## src/rtl/instr_fetch_unit.sv

```systemverilog
// RISC-V fetch stage: owns the fetch PC, issues word reads under a credit limit,
// buffers returned words with their PCs for decode, and flushes on redirect.
module instr_fetch_unit #(
  parameter logic [31:0] RESET_PC  = 32'h0040_0000,
  parameter int          BUF_DEPTH = 2
) (
  input  logic        clk,
  input  logic        reset,
  output logic        imem_req_valid,
  output logic [31:0] imem_req_addr,
  input  logic        imem_req_ready,
  input  logic        imem_rsp_valid,
  input  logic [31:0] imem_rsp_data,
  input  logic        redirect_valid,
  input  logic [31:0] redirect_pc,
  output logic        dec_valid,
  output logic [31:0] dec_instr,
  output logic [31:0] dec_pc,
  input  logic        dec_ready,
  output logic        fetch_misaligned
);

  localparam int PW = $clog2(BUF_DEPTH);
  localparam int CW = PW + 1;
  localparam logic [CW-1:0] CNT_ZERO  = CW'(0);
  localparam logic [CW-1:0] CNT_ONE   = CW'(1);
  localparam logic [CW-1:0] DEPTH_CNT = CW'(BUF_DEPTH);
  localparam logic [CW:0]   DEPTH_EXT = {1'b0, DEPTH_CNT};
  localparam logic [PW-1:0] PTR_ZERO  = PW'(0);
  localparam logic [PW-1:0] PTR_ONE   = PW'(1);

  typedef enum logic [1:0] {BOOT = 2'd0, RUN = 2'd1, DRAIN = 2'd2} state_t;

  state_t        state_r, state_s;
  logic [31:0]   fetch_pc_r, fetch_pc_s;
  logic [CW-1:0] out_cnt_r, out_cnt_s, cnt_r, cnt_s, drop_cnt_r, drop_cnt_s, inflight_s;
  logic [PW-1:0] rd_ptr_r, rd_ptr_s, wr_ptr_r, wr_ptr_s, tag_rd_r, tag_rd_s, tag_wr_r, tag_wr_s;
  logic          dec_valid_r, misaligned_r, misaligned_s;
  logic [31:0]   buf_pc_r [BUF_DEPTH];
  logic [31:0]   buf_instr_r [BUF_DEPTH];
  logic [31:0]   tag_pc_r [BUF_DEPTH];
  logic [CW:0]   credit_s;
  logic          req_valid_s, accept_s, push_s, pop_s, rsp_hit_s;

  // Credit: words in flight plus words buffered never exceed the buffer size.
  assign credit_s    = {1'b0, out_cnt_r} + {1'b0, cnt_r};
  assign req_valid_s = (state_r == RUN) && !redirect_valid && (credit_s < DEPTH_EXT);
  assign accept_s    = req_valid_s && imem_req_ready;
  assign push_s      = imem_rsp_valid && (state_r == RUN) && !redirect_valid;
  assign pop_s       = dec_valid_r && dec_ready && !redirect_valid;
  assign inflight_s  = (state_r == DRAIN) ? drop_cnt_r : out_cnt_r;
  assign rsp_hit_s   = imem_rsp_valid && (inflight_s != CNT_ZERO);

  // Next-state and counter update; redirect overrides issue, response and pop.
  always_comb begin
    state_s      = state_r;
    fetch_pc_s   = fetch_pc_r;
    out_cnt_s    = out_cnt_r;
    cnt_s        = cnt_r;
    drop_cnt_s   = drop_cnt_r;
    rd_ptr_s     = rd_ptr_r;
    wr_ptr_s     = wr_ptr_r;
    tag_rd_s     = tag_rd_r;
    tag_wr_s     = tag_wr_r;
    misaligned_s = misaligned_r;
    if (redirect_valid) begin
      cnt_s        = CNT_ZERO;
      out_cnt_s    = CNT_ZERO;
      rd_ptr_s     = PTR_ZERO;
      wr_ptr_s     = PTR_ZERO;
      tag_rd_s     = PTR_ZERO;
      tag_wr_s     = PTR_ZERO;
      drop_cnt_s   = inflight_s - (rsp_hit_s ? CNT_ONE : CNT_ZERO);
      fetch_pc_s   = {redirect_pc[31:2], 2'b00};
      misaligned_s = (redirect_pc[1:0] != 2'b00);
      state_s      = (drop_cnt_s != CNT_ZERO) ? DRAIN : RUN;
    end else begin
      cnt_s    = cnt_r + (push_s ? CNT_ONE : CNT_ZERO) - (pop_s ? CNT_ONE : CNT_ZERO);
      rd_ptr_s = rd_ptr_r + (pop_s ? PTR_ONE : PTR_ZERO);
      case (state_r)
        BOOT: state_s = RUN;
        RUN: begin
          fetch_pc_s = accept_s ? (fetch_pc_r + 32'd4) : fetch_pc_r;
          tag_wr_s   = tag_wr_r + (accept_s ? PTR_ONE : PTR_ZERO);
          out_cnt_s  = out_cnt_r + (accept_s ? CNT_ONE : CNT_ZERO) - (push_s ? CNT_ONE : CNT_ZERO);
          wr_ptr_s   = wr_ptr_r + (push_s ? PTR_ONE : PTR_ZERO);
          tag_rd_s   = tag_rd_r + (push_s ? PTR_ONE : PTR_ZERO);
        end
        DRAIN: begin
          drop_cnt_s = drop_cnt_r - (rsp_hit_s ? CNT_ONE : CNT_ZERO);
          state_s    = (drop_cnt_s == CNT_ZERO) ? RUN : DRAIN;
        end
        default: state_s = BOOT;
      endcase
    end
  end

  // State, PC, counters and pointers.
  always_ff @(posedge clk) begin
    if (reset) begin
      state_r      <= BOOT;
      fetch_pc_r   <= RESET_PC;
      out_cnt_r    <= CNT_ZERO;
      cnt_r        <= CNT_ZERO;
      drop_cnt_r   <= CNT_ZERO;
      rd_ptr_r     <= PTR_ZERO;
      wr_ptr_r     <= PTR_ZERO;
      tag_rd_r     <= PTR_ZERO;
      tag_wr_r     <= PTR_ZERO;
      dec_valid_r  <= 1'b0;
      misaligned_r <= 1'b0;
    end else begin
      state_r      <= state_s;
      fetch_pc_r   <= fetch_pc_s;
      out_cnt_r    <= out_cnt_s;
      cnt_r        <= cnt_s;
      drop_cnt_r   <= drop_cnt_s;
      rd_ptr_r     <= rd_ptr_s;
      wr_ptr_r     <= wr_ptr_s;
      tag_rd_r     <= tag_rd_s;
      tag_wr_r     <= tag_wr_s;
      dec_valid_r  <= (cnt_s != CNT_ZERO);
      misaligned_r <= misaligned_s;
    end
  end

  // Instruction buffer and PC tag queue storage; cleared on reset so the
  // decode outputs read zero until the first word lands.
  always_ff @(posedge clk) begin
    if (reset) begin
      for (int i = 0; i < BUF_DEPTH; i++) begin
        buf_pc_r[i]    <= 32'h0;
        buf_instr_r[i] <= 32'h0;
        tag_pc_r[i]    <= 32'h0;
      end
    end else begin
      if (push_s) begin
        buf_pc_r[wr_ptr_r]    <= tag_pc_r[tag_rd_r];
        buf_instr_r[wr_ptr_r] <= imem_rsp_data;
      end
      if (accept_s) begin
        tag_pc_r[tag_wr_r] <= fetch_pc_r;
      end
    end
  end

  assign imem_req_valid   = req_valid_s;
  assign imem_req_addr    = fetch_pc_r;
  assign dec_valid        = dec_valid_r;
  assign dec_instr        = buf_instr_r[rd_ptr_r];
  assign dec_pc           = buf_pc_r[rd_ptr_r];
  assign fetch_misaligned = misaligned_r;

  // Overflow or a response with nothing in flight means the credit logic is broken.
  a_no_overflow: assert property (@(posedge clk) disable iff (reset)
    !(push_s && !pop_s && (cnt_r == DEPTH_CNT)))
    else $error("instr_fetch_unit: instruction buffer overflow");

  a_rsp_in_flight: assert property (@(posedge clk) disable iff (reset)
    imem_rsp_valid |-> (inflight_s != CNT_ZERO))
    else $error("instr_fetch_unit: response with no read in flight");

endmodule

```

## config.mk

```make
export PLATFORM = sky130hd
export DESIGN_NAME = instr_fetch_unit
export DESIGN_NICKNAME = d
export VERILOG_FILES = /design/src/rtl/instr_fetch_unit.sv
export SDC_FILE = /design/constraint.sdc
export NUM_CORES = 1
export LEC_CHECK = 0
export CAP_MARGIN = 30
export CORE_MARGIN = 4
export CORE_UTILIZATION = 30
export DETAILED_ROUTE_END_ITERATION = 8
export SYNTH_ARGS = -nofsm -noshare
export SYNTH_HDL_FRONTEND = slang
export SYNTH_SLANG_ARGS = --single-unit
```

## constraint.sdc

```tcl
create_clock -name clk -period 9.3 [get_ports clk]
set_clock_uncertainty 0.2 [all_clocks]
set_input_delay 0.93 -clock clk [delete_from_list [all_inputs] [get_ports clk]]
set_output_delay 0.93 -clock clk [all_outputs]
set_load 0.01 [all_outputs]
```

==> flow_summary_export.csv, run 1 <==
group,metric,value,unit
sta,finalWorstPathRequiredPeriod,4060,ps
detailed_routing,wl,26300,um
sta,final_critical_path_setup_slack,5240,ps
logic_synthesis,netlist-cell-type-count,60,
sta,tightestPinTransition,991,ps
logic_synthesis,asyncSetResetFlopFracSynth,0,%
sta,slew-limit-headroom,33.9,%
pwr,worst_voltage_drop_across_the_vdd_grid,134,uV
clocking,cts_tree,"done",
job,max-cap-violations,0,
detailed_routing,antenna_violating_nets_post_route,0,
placement,gpl.final_weighted_congestion,0.832,
detailed_routing,drt_first_iter_violations,479,
global_route,vias_in_the_first_global_route,6945,
clocking,cts.htree.levels,1,
sta,timing_limited_maximum_frequency,246,MHz
sta,grt_setup_unrepaired,"false",
logic_synthesis,synthesis.instances,831,
floorplan,total_die_area,37600,um^2
clocking,clkSlewWorstSetupHoldPaths,60,ps
floorplan,initial_utilization,30.7,%
logic_synthesis,yosysWarnings,0,
clocking,clockRootBuffer,"sky130_fd_sc_hd__clkbuf_16",
sta,setup_violators_final,0,
final_layout,syn_to_final_growth,28.5,%
global_route,grt_usage,13.4,%
logic_synthesis,synth_area_leaders,"sky130_fd_sc_hd__edfxtp_1 53%, sky130_fd_sc_hd__dfxtp_1 8.7%, sky130_fd_sc_hd__and2_1 7.5%",
floorplan,die_w,194,um
global_route,antenna_found_initial,0,
detailed_routing,vias,6909,
logic_synthesis,synth_enable_flop_cells,184,
min_path,hold_path_class,"flop to flop",
final_layout,post-route-util,39.4,%
setup_path,critPathCaptureType,"output pin",
clocking,clock_buffers_created_by_tritoncts,26,
global_route,global_route.overflow_total,0,
outcome,outcome,"finished, final reports clean",
logic_synthesis,netlist_area,10400,um^2
final_layout,multi_input_area,3660,um^2
clocking,cts_post_setup_buffers_inserted,0,
logic_synthesis,synth.most_common_cell,"sky130_fd_sc_hd__edfxtp_1",
setup_path,worst_path_fanout_max,34,
logic_synthesis,yosys.area.top_type_share,53.3,%
setup_path,worst_r2r_path_depth,11,
clocking,clk_buf_depth,3,
detailed_routing,vias_per_cell,4.77,
clocking,cts.hold.buffers_added,0,
sta,slew_viol_final,0,
detailed_routing,post_drt_wl_per_cell,18.2,um
sta,setup-tns-final,0,ps
logic_synthesis,postSynth.topFlopCell,"sky130_fd_sc_hd__edfxtp_1",
floorplan,core_box_area,33800,um^2
final_layout,final_antenna_diode_count,0,
setup_path,arrival_worst_endpoint,2930,ps
clocking,cts_repair_resize_count,0,
final_layout,final_layout_size_suffix_gt1_share,13.5,%
setup_path,worst-endpoint-required,8170,ps
sta,final_min_period_over_clock_period,43.6,%
global_route,grt_start_max_net_pins,63,
placement,worst_setup_timing_slack_at_the_placement_stage,4940,ps
placement,portBuffers,164,
final_layout,n_fill_cell,3239,
detailed_routing,first_pass_iters,5,
final_layout,final-seq-area,6430,um^2
setup_path,timing.reg2reg.setup_slack,5340,ps
logic_synthesis,ys_ff_latch,229,
setup_path,timing.critical_path.from_type,"input pin",
setup_path,critPathKind,"input pin to output pin",
logic_synthesis,yosys-top-cells-count,"184 x sky130_fd_sc_hd__edfxtp_1, 125 x sky130_fd_sc_hd__and2_1, 93 x sky130_fd_sc_hd__nor2_1, 63 x sky130_fd_sc_hd__mux2_2, 45 x sky130_fd_sc_hd__dfxtp_1",
pwr,total_power,2.40,mW
min_path,count_of_cells_along_the_worst_hold_path,2,
clocking,numClockSinks,229,
placement,dp_hpwl,17400,um
logic_synthesis,synth_seq_area_share,62.0,%
pwr,total_leakage_power,4.70,nW
clocking,clock_insertion_delay_worst_skew,530,ps
floorplan,io-pin-count,169,
global_route,grt_pass1_wl,40400,um
logic_synthesis,synthDominantAreaCellType,"sky130_fd_sc_hd__edfxtp_1",
logic_synthesis,synth_area_per_cell,12.5,um^2
sta,hold_viol_final,0,
pwr,power_density,181,nW/um^2
final_layout,fin_nets,1061,
floorplan,die_span_y,194,um
detailed_routing,drc,0,
sta,hold_slack,305,ps
floorplan,placementRows,67,
-- cells in the final DEF (no fill, tap or decap), types with 4 or more instances in the layout --
| master | count |
|---|---|
| sky130_fd_sc_hd__a211oi_1 | 8 |
| sky130_fd_sc_hd__a21oi_1 | 26 |
| sky130_fd_sc_hd__a31oi_1 | 8 |
| sky130_fd_sc_hd__and2_1 | 125 |
| sky130_fd_sc_hd__and3_1 | 5 |
| sky130_fd_sc_hd__buf_4 | 12 |
| sky130_fd_sc_hd__clkbuf_1 | 5 |
| sky130_fd_sc_hd__clkbuf_16 | 27 |
| sky130_fd_sc_hd__clkdlybuf4s50_1 | 163 |
| sky130_fd_sc_hd__conb_1 | 4 |
| sky130_fd_sc_hd__dfxtp_1 | 43 |
| sky130_fd_sc_hd__edfxtp_1 | 184 |
| sky130_fd_sc_hd__ha_1 | 7 |
| sky130_fd_sc_hd__inv_1 | 13 |
| sky130_fd_sc_hd__mux2_2 | 63 |
| sky130_fd_sc_hd__mux2i_1 | 33 |
| sky130_fd_sc_hd__nand2_1 | 27 |
| sky130_fd_sc_hd__nand2b_1 | 4 |
| sky130_fd_sc_hd__nand3_1 | 16 |
| sky130_fd_sc_hd__nand4_1 | 12 |
| sky130_fd_sc_hd__nor2_1 | 91 |
| sky130_fd_sc_hd__nor3_1 | 11 |
| sky130_fd_sc_hd__nor4_1 | 9 |
| sky130_fd_sc_hd__o21a_1 | 4 |
| sky130_fd_sc_hd__o21ai_0 | 13 |
| sky130_fd_sc_hd__or3_1 | 5 |
| sky130_fd_sc_hd__xnor2_1 | 10 |
| sky130_fd_sc_hd__xor2_1 | 6 |
-- where the power goes --
part	internal (mW)	total (mW)	switching [mW]
clock network	0.625	1.01	0.389
logic	0.102	0.204	0.102
registers	1.15	1.19	0.0325
-- through the flow --
| step | instances | instance area, um^2 |
|---|---|---|
| after floorplan | 834 | 10400 |
| after global placement | 1401 | 12400 |
| after detailed placement | 1402 | 12400 |
| after CTS | 1446 | 13300 |
| after global routing | 1447 | 13300 |
| final | 1447 | 13300 |
-- critical path, cell delays in order --
cell and delay [ps]:
sky130_fd_sc_hd__clkdlybuf4s50_1 390, sky130_fd_sc_hd__buf_4 250, sky130_fd_sc_hd__or2_1 420, sky130_fd_sc_hd__nor4b_1 330
sky130_fd_sc_hd__clkdlybuf4s50_1 600
-- kinds of logic after synthesis --
family / Yosys count / share of synthesized area (%)
fa+ha+maj: 8 / 1.04
xor+xnor: 16 / 1.35
simple gates: 329 / 17.6
compound gates: 82 / 5.07
flops: 229 / 62.0
mux: 96 / 10.0
other cells: 1 / 0.0362
buf+inv: 70 / 2.90
-- path summary, 6_finish.rpt --
path	startpoint	end
worst max register to register	out_cnt_r[0]	out_cnt_r[1]
worst min register to register	fetch_misaligned	fetch_misaligned
worst min-delay path	fetch_misaligned	fetch_misaligned
worst max-delay path	redirect_valid	imem_req_valid
-- registers in the layout, indices dropped and copies added (netlist names), 2 cells and up, named ones only --
signal / flops
buf_instr_r: 64
buf_pc_r: 60
cnt_r: 2
drop_cnt_r: 2
imem_req_addr: 30
out_cnt_r: 2
state_r: 2
tag_pc_r: 60
-- per-layer routing --
layer  share of wire, %  up-vias  global-route usage [%]
li1                   -     3294                       -
met1                 46     3317                    18.7
met2                 45      246                    21.3
met3                6.3       52                    2.75
met4                2.8        0                    3.93
met5                  0        -                       0
-- area by class of cell --
| cell class | instances | area share, % |
|---|---|---|
| multi-input cells | 535 | 27.5 |
| clock inverters | 10 | 0.968 |
| clock buffers | 34 | 5.42 |
| flip-flops and latches | 229 | 48.3 |
| repair buffers | 178 | 13.2 |
| inverters | 13 | 0.367 |
| well taps | 448 | 4.21 |
Power figures use the tool's default switching activity.
==> run 2, diff against run 1 <==
==> constraint.sdc (replaced) <==
create_clock -name clk -period 4.1 [get_ports clk]
set_clock_uncertainty 0.2 [all_clocks]
set_input_delay 0.41 -clock clk [delete_from_list [all_inputs] [get_ports clk]]
set_output_delay 0.41 -clock clk [all_outputs]
set_load 0.01 [all_outputs]
==> flow_summary_export.csv, run 2 (synthesis results as in run 1) <==
group,metric,value,unit
pwr,total_leakage_power,4.72,nW
floorplan,die_w,194,um
floorplan,die_span_y,194,um
floorplan,total_die_area,37600,um^2
floorplan,core_box_area,33800,um^2
setup_path,arrival_worst_endpoint,3590,ps
final_layout,layout_common_cells,"184 x sky130_fd_sc_hd__edfxtp_1, 164 x sky130_fd_sc_hd__clkdlybuf4s50_1, 125 x sky130_fd_sc_hd__and2_1, 91 x sky130_fd_sc_hd__nor2_1, 63 x sky130_fd_sc_hd__mux2_2",
sta,finalWorstPathRequiredPeriod,3340,ps
global_route,grt_start_max_net_pins,63,
clocking,numClockSinks,229,
final_layout,final_layout_size_suffix_gt1_share,13.8,%
clocking,clk_buf_depth,3,
final_layout,syn_to_final_growth,28.7,%
pwr,internal_power,4.11,mW
sta,grt_setup_unrepaired,"false",
final_layout,final_antenna_diode_count,0,
final_layout,n_fill_cell,3196,
clocking,clock_insertion_delay_worst_skew,520,ps
setup_path,worst-endpoint-required,4350,ps
detailed_routing,post_drt_wl_per_cell,18.2,um
clocking,clkSlewWorstSetupHoldPaths,60,ps
sta,hold_slack,258,ps
clocking,cts.htree.levels,1,
global_route,vias_in_the_first_global_route,6944,
sta,setup-tns-final,0,ps
detailed_routing,vias,6958,
setup_path,timing.reg2reg.setup_slack,760,ps
setup_path,worst_path_fanout_max,12,
clocking,cts_repair_resize_count,0,
sta,final_min_period_over_clock_period,81.6,%
pwr,p_clk_share,40.6,%
final_layout,max_ffs_per_register,64,
outcome,outcome,"finished, final reports clean",
detailed_routing,wl,26500,um
clocking,cts.hold.buffers_added,0,
pwr,worst_voltage_drop_across_the_vdd_grid,356,uV
pwr,power_density,399,nW/um^2
floorplan,io-pin-count,169,
clocking,clockRootBuffer,"sky130_fd_sc_hd__clkbuf_16",
pwr,p_comb_share,8.9,%
placement,worst_setup_timing_slack_at_the_placement_stage,738,ps
final_layout,largest-register,"buf_instr_r",
job,max-cap-violations,0,
pwr,netSwitchingFraction,22.7,%
global_route,antenna_found_initial,0,
placement,gpl.final_weighted_congestion,0.828,
placement,portBuffers,164,
detailed_routing,vias_per_cell,4.77,
clocking,cts_post_setup_buffers_inserted,0,
final_layout,post-route-util,39.5,%
sta,setup_violators_final,0,
sta,final_critical_path_setup_slack,756,ps
clocking,cts_tree,"done",
global_route,global_route.overflow_total,0,
global_route,grt_usage,13.7,%
detailed_routing,first_pass_iters,5,
sta,tightestPinTransition,944,ps
final_layout,biggestRegsByFlops,"buf_instr_r (64), buf_pc_r (60), tag_pc_r (60)",
final_layout,fin_nets,1070,
clocking,clock_buffers_created_by_tritoncts,26,
final_layout,commonest_non_fill_non_tap_cell_in_the_layout,"sky130_fd_sc_hd__edfxtp_1",
sta,slew-limit-headroom,37.0,%
pwr,seq_power_share,50.5,%
sta,timing_limited_maximum_frequency,299,MHz
detailed_routing,antenna_violating_nets_post_route,0,
detailed_routing,drc,0,
global_route,grt_pass1_wl,41300,um
setup_path,critPathCaptureType,"flop",
pwr,p_sw,1.21,mW
min_path,hold_path_class,"input pin to flop",
detailed_routing,drt_first_iter_violations,412,
sta,slew_viol_final,0,
floorplan,initial_utilization,30.7,%
setup_path,critPathKind,"flop to flop",
placement,dp_hpwl,18000,um
setup_path,timing.critical_path.from_type,"flop",
floorplan,placementRows,67,
sta,hold_viol_final,0,
run 2: cell count changes in the layout (fill, tap and decap cells not counted):
cell,before,now
sky130_fd_sc_hd__buf_2,1,0
sky130_fd_sc_hd__buf_12,1,3
sky130_fd_sc_hd__bufinv_16,3,1
sky130_fd_sc_hd__dfxtp_2,2,1
sky130_fd_sc_hd__buf_8,1,0
sky130_fd_sc_hd__clkbuf_8,2,0
sky130_fd_sc_hd__clkinv_1,2,7
sky130_fd_sc_hd__dfxtp_1,43,44
sky130_fd_sc_hd__buf_4,12,20
sky130_fd_sc_hd__clkdlybuf4s50_1,163,164
sky130_fd_sc_hd__clkinv_2,3,4
run 2: layout make-up:
type                    instances  area, um^2  area share, %
well taps                     448         561           4.20
inverters                      13        48.8          0.366
clock buffers                  32         694           5.21
clock inverters                14        92.6          0.694
multi-input cells             535        3660           27.5
repair buffers                187        1850           13.9
flip-flops and latches        229        6430           48.2
run 2: worst paths after layout:
path / from / to / depth (start not counted)
min: redirect_pc[10] / imem_req_addr[10] / 3
max: out_cnt_r[0] / out_cnt_r[1] / 11
min reg2reg: fetch_misaligned / fetch_misaligned / 2
max reg2reg: out_cnt_r[0] / out_cnt_r[1] / 11
run 2: layer usage:
metal  routed length [um]  part of all wire, %  GRT usage (%)
met5                    0                    0              0
met1                12300                   46           19.2
met3                 1670                  6.3           3.28
met2                12100                   46           21.5
met4                  437                  1.7           3.28
run 2: critical path, stage by stage (launching register included):
cell and delay (ps):
sky130_fd_sc_hd__dfxtp_1 370, sky130_fd_sc_hd__and2_1 160, sky130_fd_sc_hd__fa_1 430, sky130_fd_sc_hd__nand4bb_1 520, sky130_fd_sc_hd__nor2_8 220, sky130_fd_sc_hd__inv_1 230, sky130_fd_sc_hd__ha_1 350, sky130_fd_sc_hd__inv_1 40
sky130_fd_sc_hd__ha_1 180, sky130_fd_sc_hd__xnor2_1 130, sky130_fd_sc_hd__or3_1 300, sky130_fd_sc_hd__a21oi_1 130
run 2: power by group through the flow:
stage               Sequential (mW)  Clock [mW]  Combinational, mW
finish                         2.68        2.16              0.474
floorplan                      2.71           0              0.218
detailed placement             2.73           0              0.478
global route                   2.70        2.33              0.513
CTS                            2.69        2.22              0.481
global placement               2.73           0              0.478
run 2: stage by stage:
| step | area, um^2 | cells | total power, mW |
|---|---|---|---|
| after floorplan | 10400 | 834 | 2.93 |
| after global placement | 12500 | 1412 | 3.21 |
| after detailed placement | 12500 | 1412 | 3.21 |
| after CTS | 13300 | 1458 | 5.38 |
| after global routing | 13300 | 1458 | 5.54 |
| final | 13300 | 1458 | 5.32 |
==> run 3, diff against run 2 <==
==> constraint.sdc (replaced) <==
create_clock -name clk -period 2.79 [get_ports clk]
set_clock_uncertainty 0.2 [all_clocks]
set_input_delay 0.279 -clock clk [delete_from_list [all_inputs] [get_ports clk]]
set_output_delay 0.279 -clock clk [all_outputs]
set_load 0.01 [all_outputs]
==> flow_summary_export.csv, run 3 (synthesis results as in run 1) <==
group,metric,value,unit
outcome,outcome,"finished, final reports clean",
global_route,global_route.overflow_total,0,
final_layout,fin_nets,1093,
sta,setup_violators_final,0,
global_route,antenna_found_initial,0,
global_route,vias_in_the_first_global_route,7000,
clocking,clockRootBuffer,"sky130_fd_sc_hd__clkbuf_16",
final_layout,post-route-util,40.8,%
setup_path,crit_slowest_cell,"sky130_fd_sc_hd__or4_4",
floorplan,total_die_area,37600,um^2
sta,tightestPinTransition,571,ps
setup_path,cp_cell_sequence,"and2_4 > fa_1 > nand4bb_4 > buf_4 > or4_4 > nor4_4 > xnor2_1 > a211oi_2",
setup_path,worst_r2r_path_depth,8,
detailed_routing,drt_first_iter_violations,490,
sta,grt_setup_unrepaired,"true",
clocking,clock_insertion_delay_worst_skew,520,ps
placement,portBuffers,164,
placement,dp_hpwl,18200,um
sta,timing_limited_maximum_frequency,372,MHz
detailed_routing,post_drt_wl_per_cell,18.1,um
sta,slew_viol_final,0,
setup_path,worst_path_fanout_max,7,
final_layout,commonest_non_fill_non_tap_cell_in_the_layout,"sky130_fd_sc_hd__edfxtp_1",
placement,gpl.final_weighted_congestion,0.810,
final_layout,syn_to_final_growth,33.1,%
detailed_routing,vias_per_cell,4.74,
final_layout,final_layout_size_suffix_gt1_share,17.4,%
clocking,cts_tree,"done",
detailed_routing,drc,0,
global_route,grt_start_max_net_pins,41,
clocking,cts_post_setup_buffers_inserted,0,
final_layout,biggestRegsByFlops,"buf_instr_r (64), buf_pc_r (60), tag_pc_r (60)",
floorplan,initial_utilization,30.7,%
clocking,cts.htree.levels,1,
setup_path,cp_num_cells,8,
sta,final_min_period_over_clock_period,96.4,%
clocking,clkSlewWorstSetupHoldPaths,60,ps
floorplan,die_span_y,194,um
pwr,total_power,8.35,mW
global_route,grt_usage,13.7,%
sta,hold_viol_final,0,
sta,finalWorstPathRequiredPeriod,2690,ps
setup_path,worst-endpoint-required,3040,ps
final_layout,n_fill_cell,3180,
detailed_routing,antenna_violating_nets_post_route,0,
detailed_routing,vias,7024,
floorplan,core_box_area,33800,um^2
final_layout,final_antenna_diode_count,0,
setup_path,timing.critical_path.from_type,"flop",
pwr,total_leakage_power,4.95,nW
setup_path,worst_path_largest_cell_delay,560,ps
final_layout,layout_common_cells,"184 x sky130_fd_sc_hd__edfxtp_1, 163 x sky130_fd_sc_hd__clkdlybuf4s50_1, 124 x sky130_fd_sc_hd__and2_1, 91 x sky130_fd_sc_hd__nor2_1, 63 x sky130_fd_sc_hd__mux2_2",
min_path,hold_path_class,"input pin to flop",
setup_path,cp.buffers_inverters,1,
global_route,grt_pass1_wl,41300,um
pwr,worst_voltage_drop_across_the_vdd_grid,365,uV
final_layout,final-instance-count-excl-fill,1482,
job,max-cap-violations,0,
floorplan,die_w,194,um
pwr,power_density,606,nW/um^2
clocking,numClockSinks,229,
floorplan,placementRows,67,
final_layout,largest-register,"buf_instr_r",
placement,numPlacedInstances,1435,
placement,postPlaceCellArea,12800,um^2
clocking,clk_buf_depth,3,
sta,hold_slack,145,ps
detailed_routing,first_pass_iters,5,
setup_path,critical_path.top_delay_family,"simple AND/OR/NAND/NOR gates",
setup_path,critPathCaptureType,"flop",
detailed_routing,wl,26800,um
setup_path,critPathKind,"flop to flop",
clocking,clock_buffers_created_by_tritoncts,26,
final_layout,max_ffs_per_register,64,
floorplan,io-pin-count,169,
min_path,count_of_cells_along_the_worst_hold_path,3,
setup_path,arrival_worst_endpoint,2940,ps
sta,slew-limit-headroom,61.8,%
final_layout,final_design_area_no_fill,13800,um^2
[run 3: layout make-up]
| class | count | area (um^2) | share of cell area [%] |
|---|---|---|---|
| clock inverter | 19 | 253 | 1.83 |
| inverter | 13 | 48.8 | 0.354 |
| timing repair buffer | 210 | 2100 | 15.2 |
| clock buffer | 28 | 679 | 4.93 |
| multi-input combinational | 535 | 3720 | 27.0 |
| tap | 448 | 561 | 4.06 |
| sequential | 229 | 6430 | 46.6 |
[run 3: worst register-to-register path, delay by kind of cell (launching register included)]
family,cells,cell delay (ps)
AOI/OAI and AO/OA,1,200
xor gates and xnor gates,1,100
adders and majority gates,1,460
buffers and inverters,1,210
DFF,1,310
and+or+nand+nor,4,1140
[run 3: final timing paths]
kind / slack (ps) / startpoint / endpoint
max reg2reg: 100 / cnt_r[0] / imem_req_addr[24]
max: 100 / cnt_r[0] / imem_req_addr[24]
min reg2reg: 300 / fetch_misaligned / fetch_misaligned
min: 150 / redirect_pc[10] / imem_req_addr[10]
[run 3: what timing repair did]
item / 4_1_cts / 5_1_grt
hold buffers: 0 / 0
resized for setup: 4 / 3
endpoints found under the hold margin: 0 / 0
setup endpoints to repair: 16 / 4
[run 3: where the power goes]
part | switching, mW | internal, mW
sequential | 0.0825 | 3.84
clock | 1.36 | 2.31
combinational | 0.379 | 0.384
total | 1.82 | 6.53
[run 3: per-layer routing]
metal | track usage (%) | wire [um] | vias up
met2 | 22.2 | 12300 | 248
met4 | 2.68 | 479 | 0
met3 | 2.69 | 1600 | 36
met1 | 19.3 | 12400 | 3380
met5 | 0 | 0 | -
li1 | - | - | 3360
[run 3: metrics by stage]
| stage | setup WS [ps] | TNS [ps] |
|---|---|---|
| 2_1_floorplan | -110 | -7600 |
| 3_3_place_gp | -347 | -8640 |
| 3_5_place_dp | -92.2 | -1050 |
| 4_1_cts | 73.6 | 0 |
| 5_1_grt | -18.3 | -18.3 |
| 6_report | 100 | 0 |
